### src/rtl/gs_pkg.sv
// Shared definitions for the Goldschmidt divide/sqrt front end: op encoding,
// issue-stage states and the iteration counts the datapath controllers also use.
package gs_pkg;

    localparam logic [1:0] OP_DIV = 2'b00;

    localparam int unsigned DIV_CYCLES  = 12;
    localparam int unsigned SQRT_CYCLES = 16;
    localparam int unsigned BUSY_W      = $clog2(SQRT_CYCLES) + 1;

    typedef enum logic [1:0] {
        IDLE  = 2'd0,
        NORM  = 2'd1,
        ISSUE = 2'd2,
        BUSY  = 2'd3
    } state_t;

    // Busy-window length minus one; the counter runs down to zero inclusive.
    function automatic logic [BUSY_W-1:0] busy_load(input logic [1:0] op);
        return (op == OP_DIV) ? BUSY_W'(DIV_CYCLES - 1) : BUSY_W'(SQRT_CYCLES - 1);
    endfunction

endpackage

### src/rtl/gs_norm_step.sv
// One normalisation step toward the UQ1.(WIDTH-1) range [0.5,1): a right shift
// for an overflowed operand, a left shift for a small one, otherwise hold.
module gs_norm_step #(
    parameter int unsigned WIDTH = 30,
    parameter int unsigned CNT_W = 7
) (
    input  logic [WIDTH-1:0]        sig,
    input  logic signed [CNT_W-1:0] cnt,
    output logic [WIDTH-1:0]        sig_next_c,
    output logic signed [CNT_W-1:0] cnt_next_c,
    output logic                    normed_c
);

    always_comb begin
        sig_next_c = sig;
        cnt_next_c = cnt;
        if (sig[WIDTH-1]) begin
            sig_next_c = sig >> 1;
            cnt_next_c = cnt - CNT_W'(1);
        end else if (!sig[WIDTH-2] && (sig != '0)) begin
            sig_next_c = sig << 1;
            cnt_next_c = cnt + CNT_W'(1);
        end
    end

    // Flag describes the stepped value so the caller can leave NORM on the same edge.
    assign normed_c = (sig_next_c[WIDTH-1:WIDTH-2] == 2'b01) || (sig_next_c == '0);

endmodule

### src/rtl/gs_prenorm.sv
// Operand pre-normalisation and issue stage for the Goldschmidt divide/sqrt
// datapath: normalises significands, folds sqrt exponent parity, times the op.
module gs_prenorm
    import gs_pkg::*;
#(
    parameter int unsigned WIDTH = 30,
    parameter int unsigned EXPW  = 10
) (
    input  logic                   clk,
    input  logic                   reset,
    input  logic                   in_valid,
    output logic                   in_ready,
    input  logic [1:0]             op,
    input  logic [WIDTH-1:0]       a_sig,
    input  logic [WIDTH-1:0]       b_sig,
    input  logic signed [EXPW-1:0] a_exp,
    input  logic signed [EXPW-1:0] b_exp,
    output logic [WIDTH-1:0]       numerator,
    output logic [WIDTH-1:0]       denominator,
    output logic [1:0]             op_q,
    output logic signed [EXPW+1:0] exp_out,
    output logic                   start,
    output logic                   done,
    output logic                   zero_a,
    output logic                   zero_b
);

    localparam int unsigned CNT_W = $clog2(WIDTH) + 2;
    localparam int unsigned EW    = EXPW + 2;

    state_t                  state, state_d;
    logic [WIDTH-1:0]        a_r, b_r, a_d, b_d;
    logic signed [CNT_W-1:0] sa, sb, sa_d, sb_d;
    logic signed [EXPW-1:0]  ae_r, be_r, ae_d, be_d;
    logic [1:0]              op_d;
    logic [WIDTH-1:0]        num_d, den_d;
    logic signed [EW-1:0]    exp_d;
    logic                    start_d, done_d, za_d, zb_d;
    logic [BUSY_W-1:0]       cnt, cnt_d;

    logic [WIDTH-1:0]        a_n, b_n;
    logic signed [CNT_W-1:0] sa_n, sb_n;
    logic                    a_normed, b_normed;
    logic                    is_div;

    logic signed [EW-1:0]    exp_div_c, e_sq_c, e_adj_c, exp_sq_c;
    logic [WIDTH-1:0]        sq_sig_c;

    gs_norm_step #(.WIDTH(WIDTH), .CNT_W(CNT_W)) u_step_a (
        .sig        (a_r),
        .cnt        (sa),
        .sig_next_c (a_n),
        .cnt_next_c (sa_n),
        .normed_c   (a_normed)
    );

    gs_norm_step #(.WIDTH(WIDTH), .CNT_W(CNT_W)) u_step_b (
        .sig        (b_r),
        .cnt        (sb),
        .sig_next_c (b_n),
        .cnt_next_c (sb_n),
        .normed_c   (b_normed)
    );

    assign in_ready = (state == IDLE) && !reset;
    assign is_div   = (op_q == OP_DIV);

    // Result exponents from the stepped counts, valid on the NORM exit cycle.
    assign exp_div_c = EW'(ae_r) - EW'(be_r) - EW'(sa_n) + EW'(sb_n);
    assign e_sq_c    = EW'(ae_r) - EW'(sa_n);
    assign e_adj_c   = e_sq_c[0] ? (e_sq_c + EW'(1)) : e_sq_c;
    assign exp_sq_c  = e_adj_c >>> 1;
    assign sq_sig_c  = e_sq_c[0] ? (a_n >> 1) : a_n;

    always_comb begin
        state_d = state;
        a_d     = a_r;
        b_d     = b_r;
        sa_d    = sa;
        sb_d    = sb;
        ae_d    = ae_r;
        be_d    = be_r;
        op_d    = op_q;
        num_d   = numerator;
        den_d   = denominator;
        exp_d   = exp_out;
        start_d = 1'b0;
        done_d  = 1'b0;
        za_d    = zero_a;
        zb_d    = zero_b;
        cnt_d   = cnt;

        case (state)
            IDLE: begin
                if (in_valid && in_ready) begin
                    a_d     = a_sig;
                    b_d     = b_sig;
                    ae_d    = a_exp;
                    be_d    = b_exp;
                    op_d    = op;
                    sa_d    = '0;
                    sb_d    = '0;
                    za_d    = 1'b0;
                    zb_d    = 1'b0;
                    state_d = NORM;
                end
            end

            NORM: begin
                a_d  = a_n;
                sa_d = sa_n;
                if (is_div) begin
                    b_d  = b_n;
                    sb_d = sb_n;
                end
                if (a_normed && (!is_div || b_normed)) begin
                    if ((a_n == '0) || (is_div && (b_n == '0))) begin
                        // Zero operand: report and retire without waking the datapath.
                        za_d    = (a_n == '0);
                        zb_d    = is_div && (b_n == '0);
                        done_d  = 1'b1;
                        state_d = IDLE;
                    end else if (is_div) begin
                        num_d   = a_n;
                        den_d   = b_n;
                        exp_d   = exp_div_c;
                        start_d = 1'b1;
                        state_d = ISSUE;
                    end else begin
                        num_d   = sq_sig_c;
                        den_d   = sq_sig_c;
                        exp_d   = exp_sq_c;
                        start_d = 1'b1;
                        state_d = ISSUE;
                    end
                end
            end

            ISSUE: begin
                cnt_d   = busy_load(op_q);
                state_d = BUSY;
            end

            BUSY: begin
                cnt_d = cnt - BUSY_W'(1);
                if (cnt == BUSY_W'(1)) begin
                    done_d = 1'b1;
                end
                if (cnt == '0) begin
                    cnt_d   = '0;
                    state_d = IDLE;
                end
            end

            default: state_d = IDLE;
        endcase
    end

    always_ff @(posedge clk) begin
        if (reset) begin
            state       <= IDLE;
            a_r         <= '0;
            b_r         <= '0;
            sa          <= '0;
            sb          <= '0;
            ae_r        <= '0;
            be_r        <= '0;
            op_q        <= '0;
            numerator   <= '0;
            denominator <= '0;
            exp_out     <= '0;
            start       <= 1'b0;
            done        <= 1'b0;
            zero_a      <= 1'b0;
            zero_b      <= 1'b0;
            cnt         <= '0;
        end else begin
            state       <= state_d;
            a_r         <= a_d;
            b_r         <= b_d;
            sa          <= sa_d;
            sb          <= sb_d;
            ae_r        <= ae_d;
            be_r        <= be_d;
            op_q        <= op_d;
            numerator   <= num_d;
            denominator <= den_d;
            exp_out     <= exp_d;
            start       <= start_d;
            done        <= done_d;
            zero_a      <= za_d;
            zero_b      <= zb_d;
            cnt         <= cnt_d;
        end
    end

endmodule

### config.mk
export PLATFORM = sky130hd
export DESIGN_NAME = gs_prenorm
export DESIGN_NICKNAME = d
export VERILOG_FILES = /design/src/rtl/gs_pkg.sv /design/src/rtl/gs_norm_step.sv /design/src/rtl/gs_prenorm.sv
export SDC_FILE = /design/constraint.sdc
export NUM_CORES = 1
export LEC_CHECK = 0
export ABC_AREA = 1
export ABC_CLOCK_PERIOD_IN_PS = 4700
export CAP_MARGIN = 20
export CORE_MARGIN = 10
export CORE_UTILIZATION = 57
export DETAILED_ROUTE_END_ITERATION = 10
export HOLD_SLACK_MARGIN = 0.12
export PLACE_DENSITY = 0.78
export SLEW_MARGIN = 20
export SYNTH_ARGS = -nofsm -noshare
export SYNTH_HDL_FRONTEND = slang
export SYNTH_HIERARCHICAL = 1
export SYNTH_SLANG_ARGS = --single-unit
### constraint.sdc
create_clock -name clk -period 4.7 [get_ports clk]
set_clock_uncertainty 0.05 [all_clocks]
set_input_delay 0.47 -clock clk [delete_from_list [all_inputs] [get_ports clk]]
set_output_delay 0.47 -clock clk [all_outputs]
set_load 0.02 [all_outputs]
# After elaboration in Yosys (flattened, before gate mapping)
# Index checks and enable logic that the tools add are counted.
# word_totals
reg_bits,179
elab_cells,112
# classes
add_sub_neg,10
n_eq_ne,11
mux,42
bitwise,3
reduce_logical,30
# op_table
operator,count
two-way mux 30 bit,10
case mux 30 bit (2 select lines),2
logical NOT 30 bit,2
nonzero test 30 bit,2
two-way mux 7 bit,6
case mux 7 bit (2 select lines),2
two-way mux 12 bit,2
adder 7 x 2 -> 7 bit (second input constant),2
subtractor 7 x 2 -> 7 bit (second input constant),2
adder 11 x 2 -> 12 bit (second input constant),1
adder 12 x 7 -> 12 bit,1
subtractor 11 x 7 -> 12 bit,1
subtractor 10 x 10 -> 11 bit,1
subtractor 10 x 7 -> 11 bit,1
case mux 5 bit (2 select lines),1
two-way mux 1 bit,9
AND reduction 3 bit,3
two-way mux 2 bit,4
inequality test 2 bit (second input constant),4
case mux 2 bit (4 select lines),1
== test 2 x 1 -> 1 bit (second input constant),3
logical AND 1 bit,6
case mux 1 bit (2 select lines),3
== test 5 x 1 -> 1 bit (second input constant),1
14 further kinds,26

# Longest topological paths before layout
# Gate-level depths: netlist of the first run.
# logic_depth
depth_word,10
depth_mapped,28
ltp_nobuf,27

# Hierarchy
# The synthesis of the first run kept the hierarchy.
# modules_own_cells
module,instances,cells_each,area_per_inst_um2
gs_prenorm,1,1375,9703.1
gs_norm_step at u_step_b,1,295,1328.8
gs_norm_step at u_step_a,1,288,1290.0

# Worst setup path after synthesis of the first run
# No wires, ideal clock.
# synth_timing
kind,register -> register
startpoint,reg a_r[29]
endpoint,reg exp_out[8]
setup_ps,70
arrival_time_ps,3715
required_ps,4580
path_slack_ps,865
stages_incl_launch_ff,23
synth_period_minus_slack_ps,3835
cell_sequence,dfxtp_1 buf_6 nor2_4 inv_2 nor2_2 nand2_2 o21ai_4 buf_6 nand3_1 nand2_1 inv_1 fa_1 inv_1 fa_1 inv_1 ha_1 fa_1 a21oi_1 nor2_1 nor2_1 xor2_1 a21oi_1 a21boi_1
# synth_between
elab_chain_cells,8
elab_cells_between_ends,19
cone_classes,add/sub: 4; eq/ne: 1; mux: 6; bitwise: 1; reduce/logical: 7
# synth_lines
item,line_no,text
from (decl),gs_prenorm.sv:32,"logic [WIDTH-1:0] a_r, b_r, a_d, b_d;"
from (signal assigned),gs_prenorm.sv:162,a_r <= '0;
from (signal assigned),gs_prenorm.sv:179,a_r <= a_d;
nonzero test 30 bit,gs_norm_step.sv:20,end else if (!sig[WIDTH-2] && (sig != '0)) begin
logical AND 1 bit,gs_norm_step.sv:20,
two-way mux 7 bit,gs_norm_step.sv:20,
two-way mux 7 bit (*),gs_norm_step.sv:17,if (sig[WIDTH-1]) begin
net sa_n[0],gs_prenorm.sv:42,"logic signed [CNT_W-1:0] sa_n, sb_n;"
subtractor 10 x 7 -> 11 bit,gs_prenorm.sv:70,assign e_sq_c = EW'(ae_r) - EW'(sa_n);
adder 11 x 2 -> 12 bit,gs_prenorm.sv:71,assign e_adj_c = e_sq_c[0] ? (e_sq_c + EW'(1)) : e_sq_c;
two-way mux 12 bit,gs_prenorm.sv:71,
two-way mux 12 bit (*),gs_prenorm.sv:123,end else if (is_div) begin
to (signal assigned),gs_prenorm.sv:188,exp_out <= exp_d;
to (decl),gs_prenorm.sv:21,"output logic signed [EXPW+1:0] exp_out,"
# The timed path passes the listed nets; every way through them passes the cells marked *.
# A chain may end at the register's enable or synchronous reset.

# Worst setup path after layout of the first run
# layout_timing
startpoint,reg a_r[29]
endpoint,reg exp_out[11]
# The elaborated chain is that of the path after synthesis.

==> flow_metrics.env, run 1 <==
export IMPL_drc=0
export IMPL_die_x_um=167
export IMPL_vias=13100
export IMPL_holdWs_ps=424
export IMPL_crit_fanout=12
export IMPL_cts_buffer_depth=2
export IMPL_whs_path_depth=2
export IMPL_clkSlewWorstSetupHoldPaths_ps=70
export IMPL_cpMostUsedCell="inv_1"
export IMPL_rrSetupSlack_ps=510
export IMPL_relSlewSlack_pct=32.5
export IMPL_start_util_pct=58.2
export IMPL_fin_nets=2185
export IMPL_cp_slowest_stage_delay_ps=590
export IMPL_numPortBuffers=163
export IMPL_arrival_ps=4480
export IMPL_final_util_pct=68.5
export IMPL_grtUsageTotal_pct=26.0
export IMPL_worstSkewPairLatency_ps=440
export IMPL_rows=53
export IMPL_status="completed"
export IMPL_syn_inst=1958
export IMPL_fin_setup_tns_ps=0
export IMPL_dieArea_mm2=0.0279
export IMPL_path_class="reg -> reg"
export IMPL_synth_edf_count=0
export IMPL_yosysTopAreaCellShare_pct=29.1
export IMPL_post_cts_resized=0
export IMPL_synth_nets=2094
export IMPL_ys_flop_type="dfxtp_1"
export IMPL_yosysSeqAreaShare_pct=29.1
export IMPL_worst_slew_pin_slew_ps=1010
export IMPL_num_fill_cells=1934
export IMPL_post_route_min_period_ps=4190
export IMPL_wirelength_mm=38.5
export IMPL_cts_root_buf="clkbuf_16"
export IMPL_clock_fmax_mhz=239
export IMPL_grt_max_degree=73
export IMPL_slew_violations=0
export IMPL_grt_ovfl_total=0
export IMPL_globalplace_congestion=0.951
export IMPL_cts_buffers=17
export IMPL_synthDistinctLibCells=54
export IMPL_ios=164
export IMPL_async_flop_share_pct=0
export IMPL_routed_via_density=5.61
export IMPL_clock_sinks=179
export IMPL_htree_levels=4
export IMPL_crit_slowest_cell="dfxtp_1"
export IMPL_drt_iter0_drc=1420
export IMPL_reg2regPathDepth=25
export IMPL_finalHoldViolCount=0
export IMPL_hold_path_class="reg -> reg"
export IMPL_syn_to_final_growth_pct=17.7
export IMPL_post_drt_wl_per_cell_um=16.5
export IMPL_power_density_mw_per_mm2=464
export IMPL_grt_pass1_vias=11900
export IMPL_ir_drop_mv=0.336
export IMPL_critPathLaunchType="flip-flop"
export IMPL_end_kind="flip-flop"
export IMPL_finalWorstSetupSlack_ps=510
export IMPL_cts_tree="built"
export IMPL_ys_ff_latch=179
export IMPL_synth_area_leaders="dfxtp_1, nand2_1, o21ai_0, nand3_1, inv_1"
export IMPL_synthesis_area_mm2=0.0123
export IMPL_grt_pass1_wl_mm=60.8
export IMPL_die_h_um=167
export IMPL_cap_viol_max_count=0
export IMPL_drtAntennaViolNets=0
export IMPL_cts_setup_buffers=0
export IMPL_cts_hold_buf=0
export IMPL_power_leakage_nw=6.44
export IMPL_post_synth_top_count_cell="nand2_1"
export IMPL_diodes=0
export IMPL_core_mm2=0.0212
export IMPL_synth_common_cells="nand2_1, inv_1, nor2_1, o21ai_0, nand3_1"
export IMPL_final_period_utilization_pct=89.1
export IMPL_synth_top_area_cell="dfxtp_1"
export IMPL_hpwl_mm=27.8
export IMPL_drive_gt1_share_pct=5.24
export IMPL_dr_pass1_iters=6
export IMPL_syn_area_per_cell_um2=6.29
export IMPL_antenna_found_initial=0
export IMPL_setup_viol=0
export IMPL_pre_cts_ws_ps=544
export IMPL_synth_yosys_warnings=6
export IMPL_required_ps=4990
export IMPL_rsz0062_at_grt="false"
kinds of logic after synthesis:
family	after synthesis	synth area share, %
flip-flops	179	29.1
buffers and inverters	359	12.4
AND/OR/NAND/NOR	962	33.2
adder cells (fa/ha/maj)	51	6.52
other	2	0.0609
XOR/XNOR	22	1.62
AO/OA/AOI/OAI	383	17.2
area by class of cell:
| type | instances | area [um^2] | area share, % |
|---|---|---|---|
| clock inverters | 12 | 181 | 1.25 |
| well taps | 275 | 344 | 2.37 |
| inverters | 243 | 918 | 6.33 |
| multi-input cells | 1420 | 7210 | 49.8 |
| repair buffers | 188 | 1820 | 12.5 |
| flip-flops and latches | 179 | 3580 | 24.7 |
| clock buffers | 18 | 439 | 3.03 |
report_power, final:
part,internal (W),leakage [nW],switching (W)
Combinational,0.00117,4.67,0.00217
Clock,0.000903,0.303,0.000643
Sequential,0.00168,1.46,0.000153
through the flow:
| step | std cells | area (um^2) | total power [W] |
|---|---|---|---|
| after floorplan | 1958 | 12300 | 0.00433 |
| after global placement | 2305 | 13900 | 0.00508 |
| after detailed placement | 2305 | 13900 | 0.00514 |
| after CTS | 2335 | 14500 | 0.00669 |
| after global routing | 2335 | 14500 | 0.00723 |
| final | 2335 | 14500 | 0.00672 |
flip-flops by register name, summed over array words and instances (netlist names), named ones only:
signal	count
a_r	30
ae_r	10
b_r	30
be_r	10
cnt	5
denominator	30
done	1
exp_out	12
numerator	30
op_q	2
sa	7
sb	7
start	1
state	1
zero_a	1
zero_b	1
final timing paths:
path | start | endpoint
min reg2reg | cnt[4]$_SDFFE_PP0P_ | cnt[4]$_SDFFE_PP0P_
min | cnt[4]$_SDFFE_PP0P_ | cnt[4]$_SDFFE_PP0P_
max | a_r[29]$_SDFFE_PP0P_ | exp_out[11]$_SDFFE_PP0P_
max reg2reg | a_r[29]$_SDFFE_PP0P_ | exp_out[11]$_SDFFE_PP0P_
layer usage:
metal  wire, um  part of all wire [%]  GRT usage, %  vias to the layer above
met2      18100                    47          42.8                      550
met3       2930                   7.6          5.44                       89
li1           -                     -             -                     6506
met5          0                     0             0                        -
met1      16000                    42          32.3                     5945
met4       1460                   3.8          10.9                        0
critical path: cells and delay by family (launching register included):
family	cells	cell delay (ps)
buffers and inverters	7	530
adder cells (fa/ha/maj)	3	1430
flip-flops	1	590
AO/OA/AOI/OAI	2	170
AND/OR/NAND/NOR	13	1350
cells in the final DEF (no fill, tap or decap), types with 19 or more instances in the layout:
cell type,count
xor2_1,19
nand4_1,24
nor2_1,222
a31oi_1,43
buf_4,25
fa_1,22
inv_1,229
ha_1,29
o21ai_0,211
dfxtp_1,179
nand2_1,486
clkdlybuf4s50_1,163
a21oi_1,91
nand3_1,182
(Power assumes the default switching activity.)
==> run 2: changes to the inputs <==
ABC_AREA = unset   (was 1)
CORE_UTILIZATION = 56   (was 57)
HOLD_SLACK_MARGIN = 0.08   (was 0.12)
PLACE_DENSITY = 0.77   (was 0.78)
==> flow_metrics.env, run 2 <==
export IMPL_clock_fmax_mhz=212
export IMPL_holdCritStartpoint="denominator[3]$_SDFFE_PP0P_"
export IMPL_whs_endpoint="denominator[3]$_SDFFE_PP0P_"
export IMPL_synth_common_cells="nand2_1, dfxtp_1, nor2_1, a21oi_1, clkbuf_1"
export IMPL_timing_rr_end="exp_out[11]$_SDFFE_PP0P_"
export IMPL_finalNonFillerCells=2074
export IMPL_setup_viol=1
export IMPL_arrival_ps=5010
export IMPL_cts_buffers=17
export IMPL_power_density_mw_per_mm2=513
export IMPL_finalHoldViolCount=0
export IMPL_critPathLaunchType="flip-flop"
export IMPL_num_fill_cells=1688
export IMPL_path_class="reg -> reg"
export IMPL_antenna_found_initial=0
export IMPL_crit_chain="or3_4, nand4b_4, o21a_4, nor2_4, xnor2_2, inv_1, fa_1, inv_2, fa_2, inv_2, ha_4, a211oi_2, o21bai_1, a221o_1, a21oi_2, nand3b_1, a32oi_2, or3_1, a311oi_2"
export IMPL_cts_buffer_depth=2
export IMPL_cap_viol_max_count=0
export IMPL_die_x_um=165
export IMPL_cp_slowest_stage_delay_ps=580
export IMPL_crit_slowest_cell="fa_2"
export IMPL_yosysSeqAreaShare_pct=30.3
export IMPL_drc=0
export IMPL_post_route_min_period_ps=4710
export IMPL_power_leakage_nw=5.75
export IMPL_whs_path_depth=2
export IMPL_vias=12800
export IMPL_diodes=0
export IMPL_drive_gt1_share_pct=13.5
export IMPL_violations="setup timing"
export IMPL_relSlewSlack_pct=26.0
export IMPL_synth_area_leaders="dfxtp_1, nand2_1, a21oi_1, mux2i_1, nor2_1"
export IMPL_synth_yosys_warnings=6
export IMPL_syn_to_final_growth_pct=28.4
export IMPL_mostFrequentLayoutCell="nand2_1"
export IMPL_hold_path_class="reg -> reg"
export IMPL_crit_fanout=5
export IMPL_ys_ff_latch=179
export IMPL_async_flop_share_pct=0
export IMPL_rsz0062_at_grt="true"
export IMPL_cts_hold_buf=0
export IMPL_wirelength_mm=40.5
export IMPL_end_kind="flip-flop"
export IMPL_cp_num_buf_inv=3
export IMPL_drtAntennaViolNets=0
export IMPL_cts_tree="built"
export IMPL_cts_root_buf="clkbuf_16"
export IMPL_p_total_w=0.00779
export IMPL_synthesis_area_mm2=0.0118
export IMPL_fin_setup_tns_ps=-11.3
export IMPL_cpMostUsedCell="inv_2"
export IMPL_numPortBuffers=163
export IMPL_ys_flop_type="dfxtp_1"
export IMPL_final_period_utilization_pct=100
export IMPL_clkSlewWorstSetupHoldPaths_ps=70
export IMPL_post_synth_top_count_cell="nand2_1"
export IMPL_post_place_cells=2032
export IMPL_die_h_um=165
export IMPL_final_cell_mix="nand2_1, dfxtp_1, clkdlybuf4s50_1"
export IMPL_core_mm2=0.0209
export IMPL_synth_top_area_cell="dfxtp_1"
export IMPL_syn_inst=1579
export IMPL_hpwl_mm=29.0
export IMPL_clock_sinks=179
export IMPL_synthDistinctLibCells=84
export IMPL_grt_max_degree=97
export IMPL_syn_area_per_cell_um2=7.49
export IMPL_reg2regPathDepth=19
export IMPL_slew_violations=0
export IMPL_dr_pass1_iters=7
export IMPL_fin_nets=1922
export IMPL_ir_drop_mv=0.328
export IMPL_cp_top_family="compound AO/OA/AOI/OAI gates"
export IMPL_worstSkewPairLatency_ps=440
export IMPL_grt_pass1_wl_mm=62.3
export IMPL_path_depth=19
export IMPL_htree_levels=4
export IMPL_grtUsageTotal_pct=28.4
export IMPL_grt_pass1_vias=11500
export IMPL_rows=53
export IMPL_routed_via_density=6.19
export IMPL_status="finished with violations"
export IMPL_finalWorstSetupSlack_ps=-11.3
export IMPL_drt_iter0_drc=1637
export IMPL_rrSetupSlack_ps=-10
export IMPL_ios=164
export IMPL_crit_reg2reg_launch="a_r[27]$_SDFFE_PP0P_"
export IMPL_dieArea_mm2=0.0273
export IMPL_synth_edf_count=0
export IMPL_worst_slew_pin_slew_ps=1110
export IMPL_required_ps=5000
export IMPL_synth_nets=1715
export IMPL_start_util_pct=56.6
export IMPL_yosysTopAreaCellShare_pct=30.3
export IMPL_globalplace_congestion=0.985
export IMPL_grt_ovfl_total=0
export IMPL_post_drt_wl_per_cell_um=19.6
run 2: cell count changes after synthesis, moves of 64 or more:
cell      change
inv_1       -162
nand2_1     -179
nand3_1     -153
nor2_1       -78
o211ai_1     +64
o21ai_0     -183
run 2: worst max path at each step:
stage / from / to / slack (ps)
6_report: a_r[27]$_SDFFE_PP0P_ / exp_out[11]$_SDFFE_PP0P_ / -10
5_1_grt: a_r[16]$_SDFFE_PP0P_ / exp_out[11]$_SDFFE_PP0P_ / -150
4_1_cts: b_r[7]$_SDFFE_PP0P_ / exp_out[11]$_SDFFE_PP0P_ / 4
3_5_place_dp: a_r[6]$_SDFFE_PP0P_ / exp_out[10]$_SDFFE_PP0P_ / -130
3_3_place_gp: a_r[11]$_SDFFE_PP0P_ / exp_out[10]$_SDFFE_PP0P_ / 0.8
2_1_floorplan: a_r[27]$_SDFFE_PP0P_ / exp_out[10]$_SDFFE_PP0P_ / 40
run 2: through the flow:
step / setup WS, ps / utilization, % / cell area [um^2] / hold slack (ps)
after floorplan: 37.2 / - / 11800 / 394
after global placement: 0.774 / 68.7 / 14300 / 390
after detailed placement: -135 / 68.7 / 14300 / 392
after CTS: 4.23 / 71.8 / 15000 / 402
after global routing: -150 / 72.7 / 15200 / 420
final: -11.3 / 72.7 / 15200 / 400
run 2: power breakdown:
group,internal [W],total [W],switching (W)
registers,0.00169,0.00183,0.000142
clock network,0.000829,0.00148,0.000646
logic,0.00195,0.00448,0.00253
run 2: cell type report:
class                           count  area, um^2  area share, %
Clock buffer                       21         470           3.10
Clock inverter                     11         128          0.840
Inverter                           70         263           1.73
Multi-Input combinational cell   1211        7610           50.1
Sequential cell                   179        3590           23.6
Tap cell                          275         344           2.27
Timing Repair Buffer              307        2780           18.3
run 2: kinds of logic after synthesis:
kind of cell | share of synthesized area, %
simple gates | 25.7
mux | 4.76
other cells | 0.0635
flops | 30.3
buf+inv | 6.97
xor+xnor | 2.44
compound gates | 23.0
fa+ha+maj | 6.79
run 2: metal layers:
| layer | vias up | track usage (%) | wire length [um] |
|---|---|---|---|
| met5 | - | 0 | 0 |
| met4 | 0 | 8.30 | 1150 |
| met3 | 107 | 5.58 | 4180 |
| met2 | 719 | 45.5 | 18700 |
| met1 | 5982 | 38.0 | 16500 |
| li1 | 6031 | - | - |
run 2: worst reg2reg max path, stage by stage, from the launching register on:
cell and delay, ps:
dfxtp_1 310, or3_4 380, nand4b_4 180, o21a_4 260
nor2_4 140, xnor2_2 130, inv_1 80, fa_1 530
inv_2 50, fa_2 580, inv_2 50, ha_4 170
a211oi_2 210, o21bai_1 120, a221o_1 360, a21oi_2 160
nand3b_1 180, a32oi_2 120, or3_1 330, a311oi_2 230
run 2: timing repair:
| item | in CTS | in global routing |
|---|---|---|
| pin swaps | 4 | 31 |
| setup buffers | 3 | 9 |
| resized for setup | 9 | 27 |
| setup endpoints to repair | 5 | 6 |
